File: src/rtl/bt_score_tx.sv
// bt_score_tx: UART (8N1, LSB first) transmitter that reports score and miss
// to the Bluetooth module as a packet: HEADER, {4'h0,score}, {4'h0,miss}.
// Optional build macro BT_SCORE_TX_CHECKSUM_EN appends a fourth byte,
// HEADER ^ score byte ^ miss byte. Without it no checksum logic exists.
// A packet is launched by a send_req pulse or by any change of (score, miss)
// against the last reported pair. A trigger while a packet is on the line is
// remembered (one deep) and produces a follow-up packet with no idle gap.
module bt_score_tx #(
  parameter int         CLK_FREQ = 100_000_000,
  parameter int         BAUD     = 9600,
  parameter logic [7:0] HEADER   = 8'hA5
) (
  input  logic       clk,
  input  logic       rst,
  input  logic [3:0] score,
  input  logic [3:0] miss,
  input  logic       send_req,
  output logic       tx,
  output logic       busy,
  output logic       pkt_done
);

  localparam int DIV   = CLK_FREQ / BAUD;
  localparam int CNT_W = (DIV > 1) ? $clog2(DIV) : 1;
`ifdef BT_SCORE_TX_CHECKSUM_EN
  localparam int NBYTES = 4;
`else
  localparam int NBYTES = 3;
`endif
  localparam logic [CNT_W-1:0] CNT_LAST  = CNT_W'(DIV - 1);
  localparam logic [1:0]       BYTE_LAST = 2'(NBYTES - 1);

  typedef enum logic [1:0] {
    S_IDLE,
    S_START,
    S_DATA,
    S_STOP
  } state_t;

  state_t           state;
  logic [CNT_W-1:0] baud_cnt;
  logic [2:0]       bit_idx;
  logic [1:0]       byte_idx;
  logic             pending;
  logic [3:0]       last_score;
  logic [3:0]       last_miss;
  logic [3:0]       score_snap;
  logic [3:0]       miss_snap;

  logic             trigger;
  logic             at_bit_end;
  logic             pkt_end;
  logic             relaunch;
  logic             load_snap;
  logic [7:0]       cur_byte;

  // Byte of the packet selected by its position; only the snapshots are used.
  function automatic logic [7:0] pkt_byte(input logic [1:0] idx,
                                          input logic [3:0] s,
                                          input logic [3:0] m);
    case (idx)
      2'd0:    pkt_byte = HEADER;
      2'd1:    pkt_byte = {4'h0, s};
      2'd2:    pkt_byte = {4'h0, m};
`ifdef BT_SCORE_TX_CHECKSUM_EN
      default: pkt_byte = HEADER ^ {4'h0, s} ^ {4'h0, m};
`else
      default: pkt_byte = 8'hFF;
`endif
    endcase
  endfunction

  assign trigger    = send_req || (score != last_score) || (miss != last_miss);
  assign at_bit_end = (baud_cnt == CNT_LAST);
  assign pkt_end    = (state == S_STOP) && at_bit_end && (byte_idx == BYTE_LAST);
  // A trigger landing on the very last stop-bit cycle counts as pending.
  assign relaunch   = pkt_end && (pending || trigger);
  assign load_snap  = ((state == S_IDLE) && trigger) || relaunch;
  assign cur_byte   = pkt_byte(byte_idx, score_snap, miss_snap);

  // Packet payload snapshot; data only, so it carries no reset.
  always_ff @(posedge clk) begin
    if (load_snap) begin
      score_snap <= score;
      miss_snap  <= miss;
    end
  end

  // Transmit FSM: bit timing, byte sequencing, pending merge and registered outputs.
  always_ff @(posedge clk or posedge rst) begin
    if (rst) begin
      state      <= S_IDLE;
      tx         <= 1'b1;
      busy       <= 1'b0;
      pkt_done   <= 1'b0;
      pending    <= 1'b0;
      last_score <= 4'h0;
      last_miss  <= 4'h0;
      baud_cnt   <= '0;
      bit_idx    <= 3'd0;
      byte_idx   <= 2'd0;
    end else begin
      pkt_done <= 1'b0;
      if ((state != S_IDLE) && trigger) begin
        pending <= 1'b1;
      end
      case (state)
        S_IDLE: begin
          if (trigger) begin
            state      <= S_START;
            tx         <= 1'b0;
            busy       <= 1'b1;
            baud_cnt   <= '0;
            bit_idx    <= 3'd0;
            byte_idx   <= 2'd0;
            last_score <= score;
            last_miss  <= miss;
          end
        end
        S_START: begin
          if (at_bit_end) begin
            baud_cnt <= '0;
            bit_idx  <= 3'd0;
            state    <= S_DATA;
            tx       <= cur_byte[0];
          end else begin
            baud_cnt <= baud_cnt + CNT_W'(1);
          end
        end
        S_DATA: begin
          if (at_bit_end) begin
            baud_cnt <= '0;
            bit_idx  <= bit_idx + 3'd1;
            if (bit_idx == 3'd7) begin
              state <= S_STOP;
              tx    <= 1'b1;
            end else begin
              tx <= cur_byte[bit_idx + 3'd1];
            end
          end else begin
            baud_cnt <= baud_cnt + CNT_W'(1);
          end
        end
        S_STOP: begin
          if (at_bit_end) begin
            baud_cnt <= '0;
            if (byte_idx != BYTE_LAST) begin
              byte_idx <= byte_idx + 2'd1;
              state    <= S_START;
              tx       <= 1'b0;
            end else begin
              byte_idx <= 2'd0;
              pkt_done <= 1'b1;
              if (relaunch) begin
                pending    <= 1'b0;
                state      <= S_START;
                tx         <= 1'b0;
                last_score <= score;
                last_miss  <= miss;
              end else begin
                state <= S_IDLE;
                tx    <= 1'b1;
                busy  <= 1'b0;
              end
            end
          end else begin
            baud_cnt <= baud_cnt + CNT_W'(1);
          end
        end
        default: begin
          state <= S_IDLE;
          tx    <= 1'b1;
          busy  <= 1'b0;
        end
      endcase
    end
  end

endmodule

File: config.mk
export PLATFORM = sky130hd
export DESIGN_NAME = bt_score_tx
export DESIGN_NICKNAME = d
export VERILOG_FILES = /design/src/rtl/bt_score_tx.sv
export SDC_FILE = /design/constraint.sdc
export NUM_CORES = 1
export LEC_CHECK = 0
export ABC_AREA = 1
export CAP_MARGIN = 20
export CORE_UTILIZATION = 35
export CTS_CLUSTER_SIZE = 30
export DETAILED_ROUTE_END_ITERATION = 8
export PLACE_DENSITY = 0.58
export SLEW_MARGIN = 20
export SYNTH_ARGS = -nofsm -noshare
export SYNTH_HDL_FRONTEND = slang
export SYNTH_SLANG_ARGS = --single-unit
File: constraint.sdc
create_clock -name clk -period 2.05 [get_ports clk]
set_clock_uncertainty 0.15 [all_clocks]
set_input_delay 0.41 -clock clk [delete_from_list [all_inputs] [get_ports clk]]
set_output_delay 0.41 -clock clk [all_outputs]
set_load 0.005 [all_outputs]
==> metrics.yaml, run 1 <==
ys_warn_count: 0
hold_violations: 0
critical_path_class: "reg2reg"
clock_sinks: 41
p_switching_w: 0.000314
areaGrowthSynthToFinish_pct: 28.0
setup_viol: 0
rows: 29
pwr-share-seq_pct: 58.6
synth_area_leader_cell: "dfrtp_1"
nFillCells: 608
drive_gt1_share_pct: 22.7
p_total_w: 0.00142
port_buffers: 13
status: "completed"
fin_crit_ns: 1.98
synth_top_area_share_pct: 33.9
die_area_sq_mm: 0.00708
first_global_vias: 1916
first_pass_iters: 4
grt_overflow: 0
synthTopCellsByCount: "nand2_1, inv_1, dfrtp_1, nand3_1, o21ai_0"
syn_area_sq_mm: 0.00236
viasPerCell: 4.60
grt_pass1_wl_um: 8580
clk_latency_ns: 0.29
wl_per_cell_um: 11.4
cts_tree: "done"
slew_headroom_pct: 70.0
dieWidth_um: 84.2
power_leakage_nw: 1.46
syn_area_per_cell_sq_um: 8.20
swShare_pct: 22.2
critPathMaxFanout: 8
pin_count: 14
drc: 0
arrival_ns: 2.01
wl_um: 4780
ant_nets: 0
clockPowerShare_pct: 36.5
synth_cells: 288
slew_violations: 0
die-height_um: 84.2
tns_ns: 0
cts_root_buffer: "clkbuf_8"
grt_use_total_pct: 15.3
numPlacedInstances: 407
synth_cell_types: 35
worstSetupEndpointType: "flip-flop"
reg2reg_slack_ns: 0.07
initial_utilization_pct: 36.8
synth_most_common_cell: "nand2_1"
synthFlopType: "dfrtp_1"
antenna_found_initial: 0
antenna_cells: 0
hold_class: "in2reg"
clkTransAtPathRegs_ns: 0.08
routabilityCongestion: 0.757
holdWs_ns: 0.225
ir_drop_mv: 0.269
stdcell_count: 420
clockBufferDepth: 2
p_per_area_mw_per_mm2: 468
tightest_slew_ns: 0.448
synth-seq-area-share_pct: 45.2
yosys-top-cells-area: "dfrtp_1, nand2_1, edfxtp_1"
nets: 365
synth_nets: 311
cap_viol_max_count: 0
cts.htree.levels: 2
start_kind: "flip-flop"
synth_seq_cells: 41
p_comb_share_pct: 4.9
power.internal_w: 0.00110
cts_made_buffers: 5
drtIter0Drc: 92
synth_edf_count: 8
hpwl_um: 3660
grt_max_degree: 26
fin_crit_sh_pct: 96.4
postSynth.asyncResetShare_pct: 80.5
cp.required_ns: 2.09
hold_buffers: 0
grt_setup_unrepaired: "true"
placeableCoreArea_sq_mm: 0.00642
fmax_mhz: 506
dr_total_vias: 1931
[path summary, 6_finish.rpt]
| kind | start | endpoint | depth (start not counted) |
|---|---|---|---|
| setup / recovery | baud_cnt[1] | last_score[2] | 11 |
| hold / removal | score[1] | score_snap[1] | 1 |
| setup reg to reg | baud_cnt[1] | last_score[2] | 11 |
| hold reg to reg | tx | tx | 2 |
| max in group asynchronous | rst | tx | 3 |
| min in group asynchronous | rst | last_miss[0] | 2 |
[per-layer routing]
layer | wire [um] | GRT usage, % | up-vias
met3 | 98 | 2.95 | 6
met1 | 2490 | 21.5 | 866
met2 | 2120 | 23.1 | 19
met4 | 85 | 6.11 | 0
met5 | 0 | 0 | -
li1 | - | - | 1040
[through the flow]
stage | setup slack, ns | area (sq um) | util (%)
6_report | 0.0741 | 3020 | 47.1
2_1_floorplan | 0.213 | 2360 | -
3_5_place_dp | -0.311 | 2830 | 44.0
5_1_grt | -0.0134 | 3020 | 47.1
3_3_place_gp | -0.273 | 2830 | 44.0
4_1_cts | 0.00294 | 2910 | 45.3
[area by class of cell]
type,count,area [sq um],area share (%)
clock buffer,6,72.6,2.40
tap,77,96.3,3.19
sequential,41,1070,35.3
timing repair buffer,51,454,15.0
clock inverter,2,10.0,0.331
inverter,42,160,5.30
multi-input combinational,201,1160,38.5
[cell families after synthesis]
logic type,synth area share [%]
adders and majority gates,6.36
buffers and inverters,7.79
DFF,45.2
xor gates and xnor gates,2.22
and+or+nand+nor,27.4
AOI/OAI and AO/OA,11.1
[cells in the final DEF (no fill, tap or decap), drive strengths merged]
| cell | instances |
|---|---|
| xnor2 | 1 |
| xor2 | 5 |
| o32ai | 1 |
| ha | 12 |
| buf | 38 |
| o31ai | 1 |
| o211ai | 3 |
| or2 | 3 |
| dfrtp | 32 |
| nand3 | 21 |
| a21oi | 8 |
| o22ai | 6 |
| nor2 | 17 |
| nand2 | 89 |
| clkdlybuf4s50 | 7 |
| clkinv | 2 |
| edfxtp | 8 |
| o21ai | 23 |
| clkbuf | 6 |
| dlymetal6s2s | 6 |
| o21a | 1 |
| inv | 42 |
| nand4 | 4 |
| dfstp | 1 |
| nor3 | 6 |
[critical path, stage by stage (launching register included)]
cell and delay [ns]:
dfrtp_1 0.42, ha_4 0.17, nand3_4 0.10, nor3_4 0.25
nand3_2 0.12, nor2_4 0.17, nand2_4 0.08, nand2_4 0.10
nand2_8 0.08, buf_6 0.13, nand2_1 0.05, nand2_1 0.05
[timing repair]
| action | in CTS | in global routing |
|---|---|---|
| setup endpoints to repair | 0 | 25 |
| resized for setup | 0 | 21 |
| setup buffers | 0 | 5 |
[sequential cells by signal, indices dropped and copies added (netlist names)]
register	count
baud_cnt	14
busy	1
bit_idx	3
pending	1
miss_snap	4
byte_idx	2
score_snap	4
pkt_done	1
tx	1
last_miss	4
last_score	4
state	2
[power by group through the flow]
| stage | logic [W] | registers, W | clock network (W) |
|---|---|---|---|
| 2_1_floorplan | 0.0000228 | 0.000847 | 0 |
| 3_3_place_gp | 0.0000721 | 0.000847 | 0 |
| 6_report | 0.0000690 | 0.000830 | 0.000516 |
| 4_1_cts | 0.0000724 | 0.000830 | 0.000536 |
| 3_5_place_dp | 0.0000724 | 0.000847 | 0 |
| 5_1_grt | 0.0000782 | 0.000830 | 0.000577 |
Note: power is estimated with default switching activity, not from simulation.
==> inputs of run 2 (changes only) <==
--- a/config.mk
+++ b/config.mk
@@ -6,6 +6,7 @@
 export NUM_CORES = 1
 export LEC_CHECK = 0
 export ABC_AREA = 1
+export ABC_CLOCK_PERIOD_IN_PS = 2050
 export CAP_MARGIN = 20
 export CORE_UTILIZATION = 35
 export CTS_CLUSTER_SIZE = 30
==> results of run 2 <==
Same layout as run 1: the final DEF is identical, and so are final timing and power.
==> inputs of run 3 (changes only) <==
--- a/config.mk
+++ b/config.mk
@@ -8,10 +8,10 @@
 export ABC_AREA = 1
 export ABC_CLOCK_PERIOD_IN_PS = 2050
 export CAP_MARGIN = 20
-export CORE_UTILIZATION = 35
+export CORE_UTILIZATION = 45
 export CTS_CLUSTER_SIZE = 30
 export DETAILED_ROUTE_END_ITERATION = 8
-export PLACE_DENSITY = 0.58
+export PLACE_DENSITY = 0.69
 export SLEW_MARGIN = 20
 export SYNTH_ARGS = -nofsm -noshare
 export SYNTH_HDL_FRONTEND = slang
==> constraint.sdc (replaced) <==
create_clock -name clk -period 2.05 [get_ports clk]
set_clock_uncertainty 0.15 [all_clocks]
set_input_delay 0.41 -clock clk [delete_from_list [all_inputs] [get_ports clk]]
set_output_delay 0.41 -clock clk [all_outputs]
set_load 0.01 [all_outputs]
==> metrics.yaml, run 3 (synthesized netlist as in run 1, its figures left out) <==
critPathBufInv: 1  # unchanged
fmax_mhz: 505  # -0.20%
port_buffers: 13  # unchanged
grt_pass1_wl_um: 7670  # -11%
worstSetupEndpointType: "flip-flop"
nFillCells: 457  # -25%
cts_tree: "done"
nets: 359  # -1.6%
drive_gt1_share_pct: 22.8  # +0.11 points
arrival_ns: 2.02  # about the same
grt_overflow: 0  # unchanged
cp.required_ns: 2.09  # about the same
die-height_um: 74.5  # -12%
drc: 0  # unchanged
fin_crit_ns: 1.98  # +0.00395 ns
hold_buffers: 0  # unchanged
cts_root_buffer: "clkbuf_8"
ant_nets: 0  # unchanged
regMostFlops: "baud_cnt"
wl_um: 4700  # -1.7%
ir_drop_mv: 0.504  # +88%
critical_path_class: "reg2reg"
max_stage_delay_ns: 0.38  # -0.04 ns
antenna_found_initial: 0  # unchanged
drtIter0Drc: 83  # -9.8%
areaGrowthSynthToFinish_pct: 26.8
largest_reg_flops: 14  # unchanged
power_leakage_nw: 1.42  # -3.3%
layout_commonest_cell: "nand2_1"
path_cells: "ha_2 -> nand3_4 -> nor3_4 -> nand3_2 -> nor2_4 -> nand2_4 -> nand2_4 -> nand2_8 -> buf_12 -> o21a_1"
clock_sinks: 41  # unchanged
cts.htree.levels: 2  # unchanged
cap_viol_max_count: 0  # unchanged
fin_crit_sh_pct: 96.6  # +0.19 points
slew_headroom_pct: 71.6  # +1.5 points
cts_made_buffers: 5  # unchanged
setup_viol: 0  # unchanged
start_kind: "flip-flop"
p_total_w: 0.00143  # +0.72%
die_area_sq_mm: 0.00554  # -22%
slew_violations: 0  # unchanged
initial_utilization_pct: 46.5  # +9.8 points
clk_latency_ns: 0.30  # about the same
tightest_slew_ns: 0.426  # -0.0213 ns
placeableCoreArea_sq_mm: 0.00507  # -21%
wl_per_cell_um: 11.5  # +1.4%
first_global_vias: 1744  # -9.0%
clkTransAtPathRegs_ns: 0.08  # about the same
dr_total_vias: 1932  # +0.052%
routabilityCongestion: 0.822  # +8.5%
grt_use_total_pct: 18.4  # +3.1 points
grt_max_degree: 34  # +31%
pin_count: 14  # unchanged
status: "completed"
antenna_cells: 0  # unchanged
dieWidth_um: 74.5  # -12%
first_pass_iters: 4  # unchanged
clockBufferDepth: 2  # unchanged
viasPerCell: 4.75  # +3.2%
rows: 26  # -10%
holdWs_ns: 0.208  # -0.0165 ns
cp_top_family: "simple AND/OR/NAND/NOR gates"
p_per_area_mw_per_mm2: 476  # +1.7%
hold_violations: 0  # unchanged
hpwl_um: 3430  # -6.3%
crit_top_cell: "nand2_4"
critPathMaxFanout: 8  # unchanged
hold_class: "in2reg"
cp_slowest_cell: "dfrtp_1"
final_cell_mix: "nand2_1, inv_1, dfrtp_1"
[run 3: routing by layer]
layer	wire (um)	part of all wire (%)	up-vias	GRT usage, %
li1	-	-	1024	-
met1	2420	51	872	26.4
met2	2080	44	31	28.1
met3	133	2.8	5	3.25
met4	66	1.4	0	6.29
met5	0	0	-	0
[run 3: report_power, final]
part           total [W]  switching [W]  internal, W
logic          0.0000696      0.0000352    0.0000344
registers       0.000830              0     0.000830
clock network   0.000526       0.000291     0.000235
[run 3: cell type report]
cell class / instances / area (sq um) / share of cell area (%)
repair buffers: 45 / 405 / 13.5
clock buffers: 5 / 68.8 / 2.30
flip-flops and latches: 41 / 1070 / 35.6
multi-input cells: 201 / 1190 / 39.7
clock inverters: 3 / 17.5 / 0.585
well taps: 70 / 87.6 / 2.92
inverters: 42 / 160 / 5.35
[run 3: final timing paths]
check	from	endpoint	slack (ns)	cells past startpoint
max in group asynchronous	rst	tx	1.07	3
worst max-delay path	baud_cnt[1]	last_score[0]	0.07	10
worst max register to register	baud_cnt[1]	last_score[0]	0.07	10
min in group asynchronous	rst	baud_cnt[6]	0.35	3
worst min-delay path	score[1]	score_snap[1]	0.21	1
worst min register to register	tx	tx	0.32	2
[run 3: metrics by stage]
stage               instance area [sq um]  utilization [%]  cells  setup TNS, ns  worst slack (ns)
floorplan                            2360                -    288              0             0.213
global placement                     2790             55.0    395          -6.01            -0.271
detailed placement                   2790             55.0    395          -7.56            -0.297
CTS                                  2880             56.7    403              0            0.0197
global route                         3000             59.0    407        -0.0723           -0.0268
finish                               3000             59.0    407              0            0.0701
[run 3: what timing repair did]
| item | 4_1_cts | 5_1_grt |
|---|---|---|
| setup buffers | 0 | 4 |
| endpoints found under the setup margin | 0 | 27 |
| gates resized for setup | 0 | 23 |
